## src/rtl/morph_filter_pkg.sv

```systemverilog
// -----------------------------------------------------------------------------
// morph_filter_pkg
// Shared types and constants for the 3x3 binary morphological filter.
//   mode_e         : filter operation selected per frame
//   state_e        : stream-position FSM states of morph_filter_3x3
//   DEFAULT_THRESH : majority threshold loaded by reset
// -----------------------------------------------------------------------------
package morph_filter_pkg;

  typedef enum logic [1:0] {
    MODE_MAJ    = 2'd0,
    MODE_ERODE  = 2'd1,
    MODE_DILATE = 2'd2,
    MODE_BYPASS = 2'd3
  } mode_e;

  typedef enum logic [1:0] {
    ST_FILL    = 2'd0,
    ST_RUN     = 2'd1,
    ST_EOL_PAD = 2'd2,
    ST_EOF_PAD = 2'd3
  } state_e;

  localparam logic [3:0] DEFAULT_THRESH = 4'd6;

endpackage

```

## src/rtl/morph_line_buffer.sv

```systemverilog
// -----------------------------------------------------------------------------
// morph_line_buffer
// One-bit shift delay line of DEPTH positions. Each enabled cycle pushes i_data
// in and o_data presents the bit pushed DEPTH enabled cycles earlier, i.e. the
// pixel one stream row above the current position.
// Ports:
//   i_clk   clock, rising edge
//   i_clr   synchronous clear of the whole line (active-high)
//   i_en    shift enable (stream position advances)
//   i_data  bit pushed in
//   o_data  bit delayed by DEPTH enabled cycles
// -----------------------------------------------------------------------------
module morph_line_buffer
  import morph_filter_pkg::*;
#(
  parameter int DEPTH = 801
) (
  input  logic i_clk,
  input  logic i_clr,
  input  logic i_en,
  input  logic i_data,
  output logic o_data
);

  logic [DEPTH-1:0] line_q;

  always_ff @(posedge i_clk) begin
    if (i_clr) begin
      line_q <= '0;
    end else if (i_en) begin
      line_q <= {line_q[DEPTH-2:0], i_data};
    end
  end

  assign o_data = line_q[DEPTH-1];

endmodule

```

## src/rtl/morph_filter_3x3.sv

```systemverilog
// -----------------------------------------------------------------------------
// morph_filter_3x3
// Streaming 3x3 binary morphological filter (majority / erode / dilate /
// bypass) over an IMG_W x IMG_H raster. The block walks an internal stream of
// IMG_W+1 positions per row plus one trailing pad row; the pad column and pad
// row are zero pixels the block inserts itself (o_ready low), so all image
// borders read as zero without any edge-detection muxing in the window.
//
// Ports:
//   i_clk         clock, rising edge
//   i_rst         synchronous reset, active-high
//   i_valid       input pixel present (taken only while o_ready=1)
//   i_data        binary input pixel, raster order
//   i_mode        0 majority, 1 erode, 2 dilate, 3 bypass (latched per frame)
//   i_thresh      majority threshold (latched per frame)
//   o_ready       block accepts a pixel this cycle
//   o_valid       o_data holds a filtered pixel
//   o_data        filtered pixel, raster order
//   o_last        with o_valid on the final pixel of the frame
//   o_ones_count  (only with MORPH_FILTER_STATS_EN) number of 1 outputs in the
//                 last completed frame
//
// Configuration macro: MORPH_FILTER_STATS_EN enables o_ones_count.
// -----------------------------------------------------------------------------
module morph_filter_3x3
  import morph_filter_pkg::*;
#(
  parameter int IMG_W = 800,
  parameter int IMG_H = 600
) (
  input  logic       i_clk,
  input  logic       i_rst,
  input  logic       i_valid,
  input  logic       i_data,
  input  logic [1:0] i_mode,
  input  logic [3:0] i_thresh,
  output logic       o_ready,
  output logic       o_valid,
  output logic       o_data,
  output logic       o_last
`ifdef MORPH_FILTER_STATS_EN
  ,
  output logic [$clog2(IMG_W*IMG_H+1)-1:0] o_ones_count
`endif
);

  localparam int COL_W = $clog2(IMG_W + 1);
  localparam int ROW_W = $clog2(IMG_H + 1);

  // ---------------------------------------------------------------------------
  // Helper functions
  // ---------------------------------------------------------------------------
  function automatic logic [3:0] popcount9(input logic [8:0] w);
    logic [3:0] n;
    n = '0;
    for (int i = 0; i < 9; i++) begin
      n = n + 4'(w[i]);
    end
    return n;
  endfunction

  // Window bit 4 is the center pixel.
  function automatic logic filter_op(input mode_e m, input logic [3:0] th,
                                     input logic [8:0] w);
    logic r;
    case (m)
      MODE_MAJ:    r = (popcount9(w) > th);
      MODE_ERODE:  r = &w;
      MODE_DILATE: r = |w;
      default:     r = w[4];
    endcase
    return r;
  endfunction

  // ---------------------------------------------------------------------------
  // Control state
  // ---------------------------------------------------------------------------
  state_e           state_q;
  logic             ready_q;
  logic [COL_W-1:0] col_q;
  logic [ROW_W-1:0] row_q;
  mode_e            mode_q;
  logic [3:0]       thresh_q;

  logic col_at_last, col_at_pad, row_at_last, row_at_pad;

  assign col_at_last = (col_q == COL_W'(IMG_W - 1));
  assign col_at_pad  = (col_q == COL_W'(IMG_W));
  assign row_at_last = (row_q == ROW_W'(IMG_H - 1));
  assign row_at_pad  = (row_q == ROW_W'(IMG_H));

  // ---------------------------------------------------------------------------
  // Stage p0: stream advance, window assembly and filter decision
  // ---------------------------------------------------------------------------
  logic       pad_p0, adv_p0, pix_p0;
  logic       lb1_p0, lb2_p0;
  logic [2:0] col_new_p0;
  logic [2:0] win_a_q, win_b_q;
  logic [8:0] win_p0;
  logic       vld_p0, last_p0, res_p0;

  assign pad_p0 = (state_q == ST_EOL_PAD) || (state_q == ST_EOF_PAD);
  assign adv_p0 = (i_valid & ready_q) | pad_p0;
  assign pix_p0 = pad_p0 ? 1'b0 : i_data;

  morph_line_buffer #(.DEPTH(IMG_W + 1)) u_lb1 (
    .i_clk  (i_clk),
    .i_clr  (i_rst),
    .i_en   (adv_p0),
    .i_data (pix_p0),
    .o_data (lb1_p0)
  );

  morph_line_buffer #(.DEPTH(IMG_W + 1)) u_lb2 (
    .i_clk  (i_clk),
    .i_clr  (i_rst),
    .i_en   (adv_p0),
    .i_data (lb1_p0),
    .o_data (lb2_p0)
  );

  // Column entering at (r,c): bit2 row r, bit1 row r-1, bit0 row r-2.
  // With the two stored columns this is the window centered on (r-1,c-1).
  assign col_new_p0 = {pix_p0, lb1_p0, lb2_p0};
  assign win_p0     = {win_a_q, win_b_q, col_new_p0};

  assign vld_p0  = adv_p0 && (row_q != '0) && (col_q != '0);
  assign last_p0 = adv_p0 && row_at_pad && col_at_pad;
  assign res_p0  = filter_op(mode_q, thresh_q, win_p0);

  always_ff @(posedge i_clk) begin
    if (i_rst) begin
      state_q  <= ST_FILL;
      ready_q  <= 1'b1;
      col_q    <= '0;
      row_q    <= '0;
      mode_q   <= MODE_MAJ;
      thresh_q <= DEFAULT_THRESH;
    end else if (adv_p0) begin
      if (col_at_pad) begin
        col_q <= '0;
        row_q <= row_at_pad ? '0 : row_q + ROW_W'(1);
      end else begin
        col_q <= col_q + COL_W'(1);
      end

      // Mode and threshold are frozen for a whole frame at its first pixel.
      if ((state_q == ST_FILL) && (row_q == '0) && (col_q == '0)) begin
        mode_q   <= mode_e'(i_mode);
        thresh_q <= i_thresh;
      end

      case (state_q)
        ST_FILL, ST_RUN: begin
          if (col_at_last) begin
            state_q <= ST_EOL_PAD;
            ready_q <= 1'b0;
          end else if ((state_q == ST_FILL) && (row_q == ROW_W'(1))) begin
            state_q <= ST_RUN;
          end
        end
        ST_EOL_PAD: begin
          if (row_at_last) begin
            state_q <= ST_EOF_PAD;
          end else begin
            state_q <= (row_q == '0) ? ST_FILL : ST_RUN;
            ready_q <= 1'b1;
          end
        end
        ST_EOF_PAD: begin
          if (col_at_pad) begin
            state_q <= ST_FILL;
            ready_q <= 1'b1;
          end
        end
        default: begin
          state_q <= ST_FILL;
          ready_q <= 1'b1;
        end
      endcase
    end
  end

  always_ff @(posedge i_clk) begin
    if (i_rst) begin
      win_a_q <= '0;
      win_b_q <= '0;
    end else if (adv_p0) begin
      win_a_q <= win_b_q;
      win_b_q <= col_new_p0;
    end
  end

  // ---------------------------------------------------------------------------
  // Stage p1: registered outputs
  // ---------------------------------------------------------------------------
  logic vld_p1, data_p1, last_p1;

  always_ff @(posedge i_clk) begin
    if (i_rst) begin
      vld_p1  <= 1'b0;
      data_p1 <= 1'b0;
      last_p1 <= 1'b0;
    end else begin
      vld_p1  <= vld_p0;
      data_p1 <= vld_p0 ? res_p0 : 1'b0;
      last_p1 <= last_p0;
    end
  end

  assign o_ready = ready_q;
  assign o_valid = vld_p1;
  assign o_data  = data_p1;
  assign o_last  = last_p1;

`ifdef MORPH_FILTER_STATS_EN
  localparam int STATS_W = $clog2(IMG_W*IMG_H+1);

  logic [STATS_W-1:0] ones_acc_q;
  logic [STATS_W-1:0] ones_count_q;

  // The accumulator already includes the final pixel when o_last is shown,
  // so the frame total is published on the following edge.
  always_ff @(posedge i_clk) begin
    if (i_rst) begin
      ones_acc_q   <= '0;
      ones_count_q <= '0;
    end else if (vld_p1 && last_p1) begin
      ones_count_q <= ones_acc_q;
      ones_acc_q   <= '0;
    end else if (vld_p0 && res_p0) begin
      ones_acc_q <= ones_acc_q + STATS_W'(1);
    end
  end

  assign o_ones_count = ones_count_q;
`endif

endmodule

```

## config.mk

```make
export PLATFORM = sky130hd
export DESIGN_NAME = morph_filter_3x3
export DESIGN_NICKNAME = d
export VERILOG_FILES = /design/src/rtl/morph_filter_pkg.sv /design/src/rtl/morph_line_buffer.sv /design/src/rtl/morph_filter_3x3.sv
export SDC_FILE = /design/constraint.sdc
export NUM_CORES = 2
export LEC_CHECK = 0
export BUFFER_PORTS_ARGS = -buffer_cell sky130_fd_sc_hd__buf_2
export CAP_MARGIN = 5
export CORE_MARGIN = 5
export CORE_UTILIZATION = 60
export DETAILED_ROUTE_END_ITERATION = 16
export GPL_ROUTABILITY_DRIVEN = 0
export PLACE_DENSITY = 0.76
export SYNTH_ARGS = -nofsm -noshare
export SYNTH_HDL_FRONTEND = slang
export SYNTH_HIERARCHICAL = 1
export SYNTH_SLANG_ARGS = --single-unit
```

## constraint.sdc

```tcl
create_clock -name i_clk -period 7.02 [get_ports i_clk]
set_clock_uncertainty 0.1 [all_clocks]
set_input_delay 2.106 -clock i_clk [delete_from_list [all_inputs] [get_ports i_clk]]
set_output_delay 2.106 -clock i_clk [all_outputs]
set_load 0.02 [all_outputs]
```

==> qor.txt <==
outcome: complete, no violations
Max stage delay on crit path: 0.58 ns
row count: 115
TritonRoute pass-1 iters: 5
vias in the first global route: 32526
maximum vdd ir drop: 200 uV
largest net degree at the start of global routing: 239
Vias: 33669
IO Pins: 14
Required @ worst endpoint: 7.53 ns
Metal-1 WL: 38100 um
total grt overflow: 0
Critical path origin: i_data
Tot Pwr: 18.3 mW
Max Fclk: 0.192 GHz
clk slew on worst S/H paths: 0.06 ns
Hold Path Class: reg2reg
Slowest cell on crit path: fa_1
crit-path cells: buf_2 -> nand2_1 -> fa_1 -> fa_1 -> fa_1 -> inv_1 -> fa_1 -> inv_1 -> fa_1 -> inv_1 -> ha_1 -> nor2b_1 -> o211ai_1 -> a21oi_1 -> o31ai_1 -> a21oi_1
Final Setup Violations: 0
Buffers on Ports: 13
Leak: 28.2 nW
GRT Total Usage: 14.4%
Hold-fix buffers, CTS: 0
Synth area leader: dfxtp_1
Synth Register Bits: 1640
PostCTS Resize Cnt: 0
initial antenna violation count: 0
post-DP HPWL: 40500 um
max_cap viols: 0
H-tree Lvls: 4
nets: 5283
drt drc: 0
post-synth net total: 5436
period utilization: 74.3%
Ys Warns: 6
Synth area leaders: dfxtp_1 55%, mux2i_1 27%, nor2_1 10%, buf_8 4.0%, buf_2 1.3%
RSZ-0062 raised after global routing: no
Reg area: 0.0328 mm^2
reg-to-reg slack, setup: 2.77 ns
number of flops mapped to enable cells by yosys: 0
clk sinks: 1640
core box area: 0.0987 mm^2
final hold vios: 0
Root Buffer: clkbuf_16
post-layout minimum cycle time: 5.21 ns
Seq/Total Area, Yosys: 54.8%
wire per inst: 11.6 um
share of layout cells above drive strength 1: 5.63%
FF-to-FF path depth: 16
Routed WL: 77500 um
Worst-Skew Late Latency: 0.73 ns
antenna diode count: 0
Die Width: 326 um
Layout area overhead: 6.31%
Critical Path End: o_data$_SDFF_PP0_
die height: 326 um
first-pass GRT wire length: 140000 um
vias per inst: 5.05
Primary FF master, synth: dfxtp_1
Synth top area share: 54.8%
Max-Slew Margin vs Limit: 27.0%
Antenna Nets Post-Route: 0
asr flop ratio synth: 0%
Routed met3 length: 2340 um
CP dominant cell by count: fa_1
starting density of the core: 60.7%
crit path capture type: flip-flop
Slew Limit Fails: 0
Bufs on Longest Clock Path: 3
crit path kind: in2reg
initial DRC count: 1769
Worst Path Arrival: 5.72 ns
Mean Syn Cell Area: 11.1 um^2
most frequent cell after synthesis: dfxtp_1
Synth cell types: 45
Multi-input gate area: 0.0233 mm^2
top cells by count, synth: 1640 x dfxtp_1, 1629 x nor2_1, 1607 x mux2i_1, 160 x buf_2, 158 x buf_8
mapped cell area: 0.0599 mm^2
Die ar.: 0.106 mm^2
setup bufs post-CTS: 0
CP Max Fanout: 3
FF-to-FF Start: state_q[1]$_SDFFE_PP0P_
post-route setup TNS: 0 ns
Post-Syn Instances: 5408
CTS Buf Count: 158
power per cell area: 288 mW/mm^2
layout filler cell count: 7744
Least-Margin Pin Slew: 1.09 ns
metal2 WL: 35400 um
CTS tree: yes
worst r2r dst: o_data$_SDFF_PP0_
max layer used: met4
critical path launch point type: input port
==> layout make-up <==
cell class | count | share of cell area (%)
sequential | 1640 | 51.6
multi-input combinational | 3380 | 36.6
clock buffer | 235 | 7.28
tap | 1287 | 2.53
clock inverter | 49 | 0.997
timing repair buffer | 50 | 0.849
inverter | 25 | 0.159
==> stage by stage <==
step	setup WS, ns	hold WS [ns]	util, %	instances	area (um^2)
2_1_floorplan	1.39	0.325	-	5408	59900
3_3_place_gp	1.13	0.349	59.1	6382	58400
3_5_place_dp	1.13	0.349	59.1	6382	58400
4_1_cts	1.87	0.359	64.5	6666	63600
5_1_grt	1.67	0.378	64.5	6666	63600
6_report	1.81	0.359	64.5	6666	63600
==> placed cells by master (no fill, tap or decap), drive strengths merged, types with 10 or more instances in the layout <==
| master | instances |
|---|---|
| dfxtp | 1640 |
| nor2 | 1629 |
| mux2i | 1607 |
| clkbuf | 235 |
| buf | 50 |
| inv | 34 |
| nand2 | 33 |
| clkinv | 27 |
| a21oi | 15 |
| ha | 13 |
| bufinv | 11 |
| nor3 | 10 |
==> worst min-delay path by stage <==
stage,from,to,slack [ns],cells past startpoint
finish,mode_q[1]$_SDFFE_PP0P_,o_data$_SDFF_PP0_,0.36,1
detailed placement,mode_q[1]$_SDFFE_PP0P_,o_data$_SDFF_PP0_,0.35,1
global placement,mode_q[1]$_SDFFE_PP0P_,o_data$_SDFF_PP0_,0.35,1
global route,mode_q[1]$_SDFFE_PP0P_,o_data$_SDFF_PP0_,0.38,1
CTS,mode_q[1]$_SDFFE_PP0P_,o_data$_SDFF_PP0_,0.36,1
floorplan,mode_q[1]$_SDFFE_PP0P_,o_data$_SDFF_PP0_,0.33,1
==> power by group <==
| group | internal (mW) | total (mW) | leakage [nW] | switching (mW) |
|---|---|---|---|---|
| Sequential | 9.31 | 9.31 | 13.2 | 0.00356 |
| Clock | 4.99 | 8.39 | 2.60 | 3.40 |
| Combinational | 0.229 | 0.604 | 12.4 | 0.375 |
| Total | 14.5 | 18.3 | 28.2 | 3.78 |
==> per-layer routing <==
layer | up-vias | global-route usage [%]
met2 | 224 | 24.9
met1 | 15645 | 18.2
met4 | 0 | 4.63
met3 | 154 | 2.98
li1 | 17646 | -
met5 | - | 0
==> critical path, delay by kind of cell <==
family | cells | cell delay (ns)
and+or+nand+nor | 2 | 0.23
adders and majority gates | 6 | 2.53
buffers and inverters | 4 | 0.30
AOI/OAI and AO/OA | 4 | 0.55
==> cells by family after synthesis <==
group           after synthesis  share of synthesized area [%]
mux                        1607                           26.9
fa+ha+maj                    18                          0.439
xor+xnor                     18                          0.263
buf+inv                     388                           6.26
simple gates               1710                           11.1
compound gates               27                          0.278
flops                      1640                           54.8
==> flip-flops by register name, summed over array words and instances (netlist names) <==
register      cells
u_lb1/line_q    801
o_ready           1
thresh_q          4
o_last            1
col_q            10
win_a_q           3
state_q           2
u_lb2/line_q    801
o_valid           1
win_b_q           3
mode_q            2
o_data            1
row_q            10
Power figures use the tool's default switching activity.
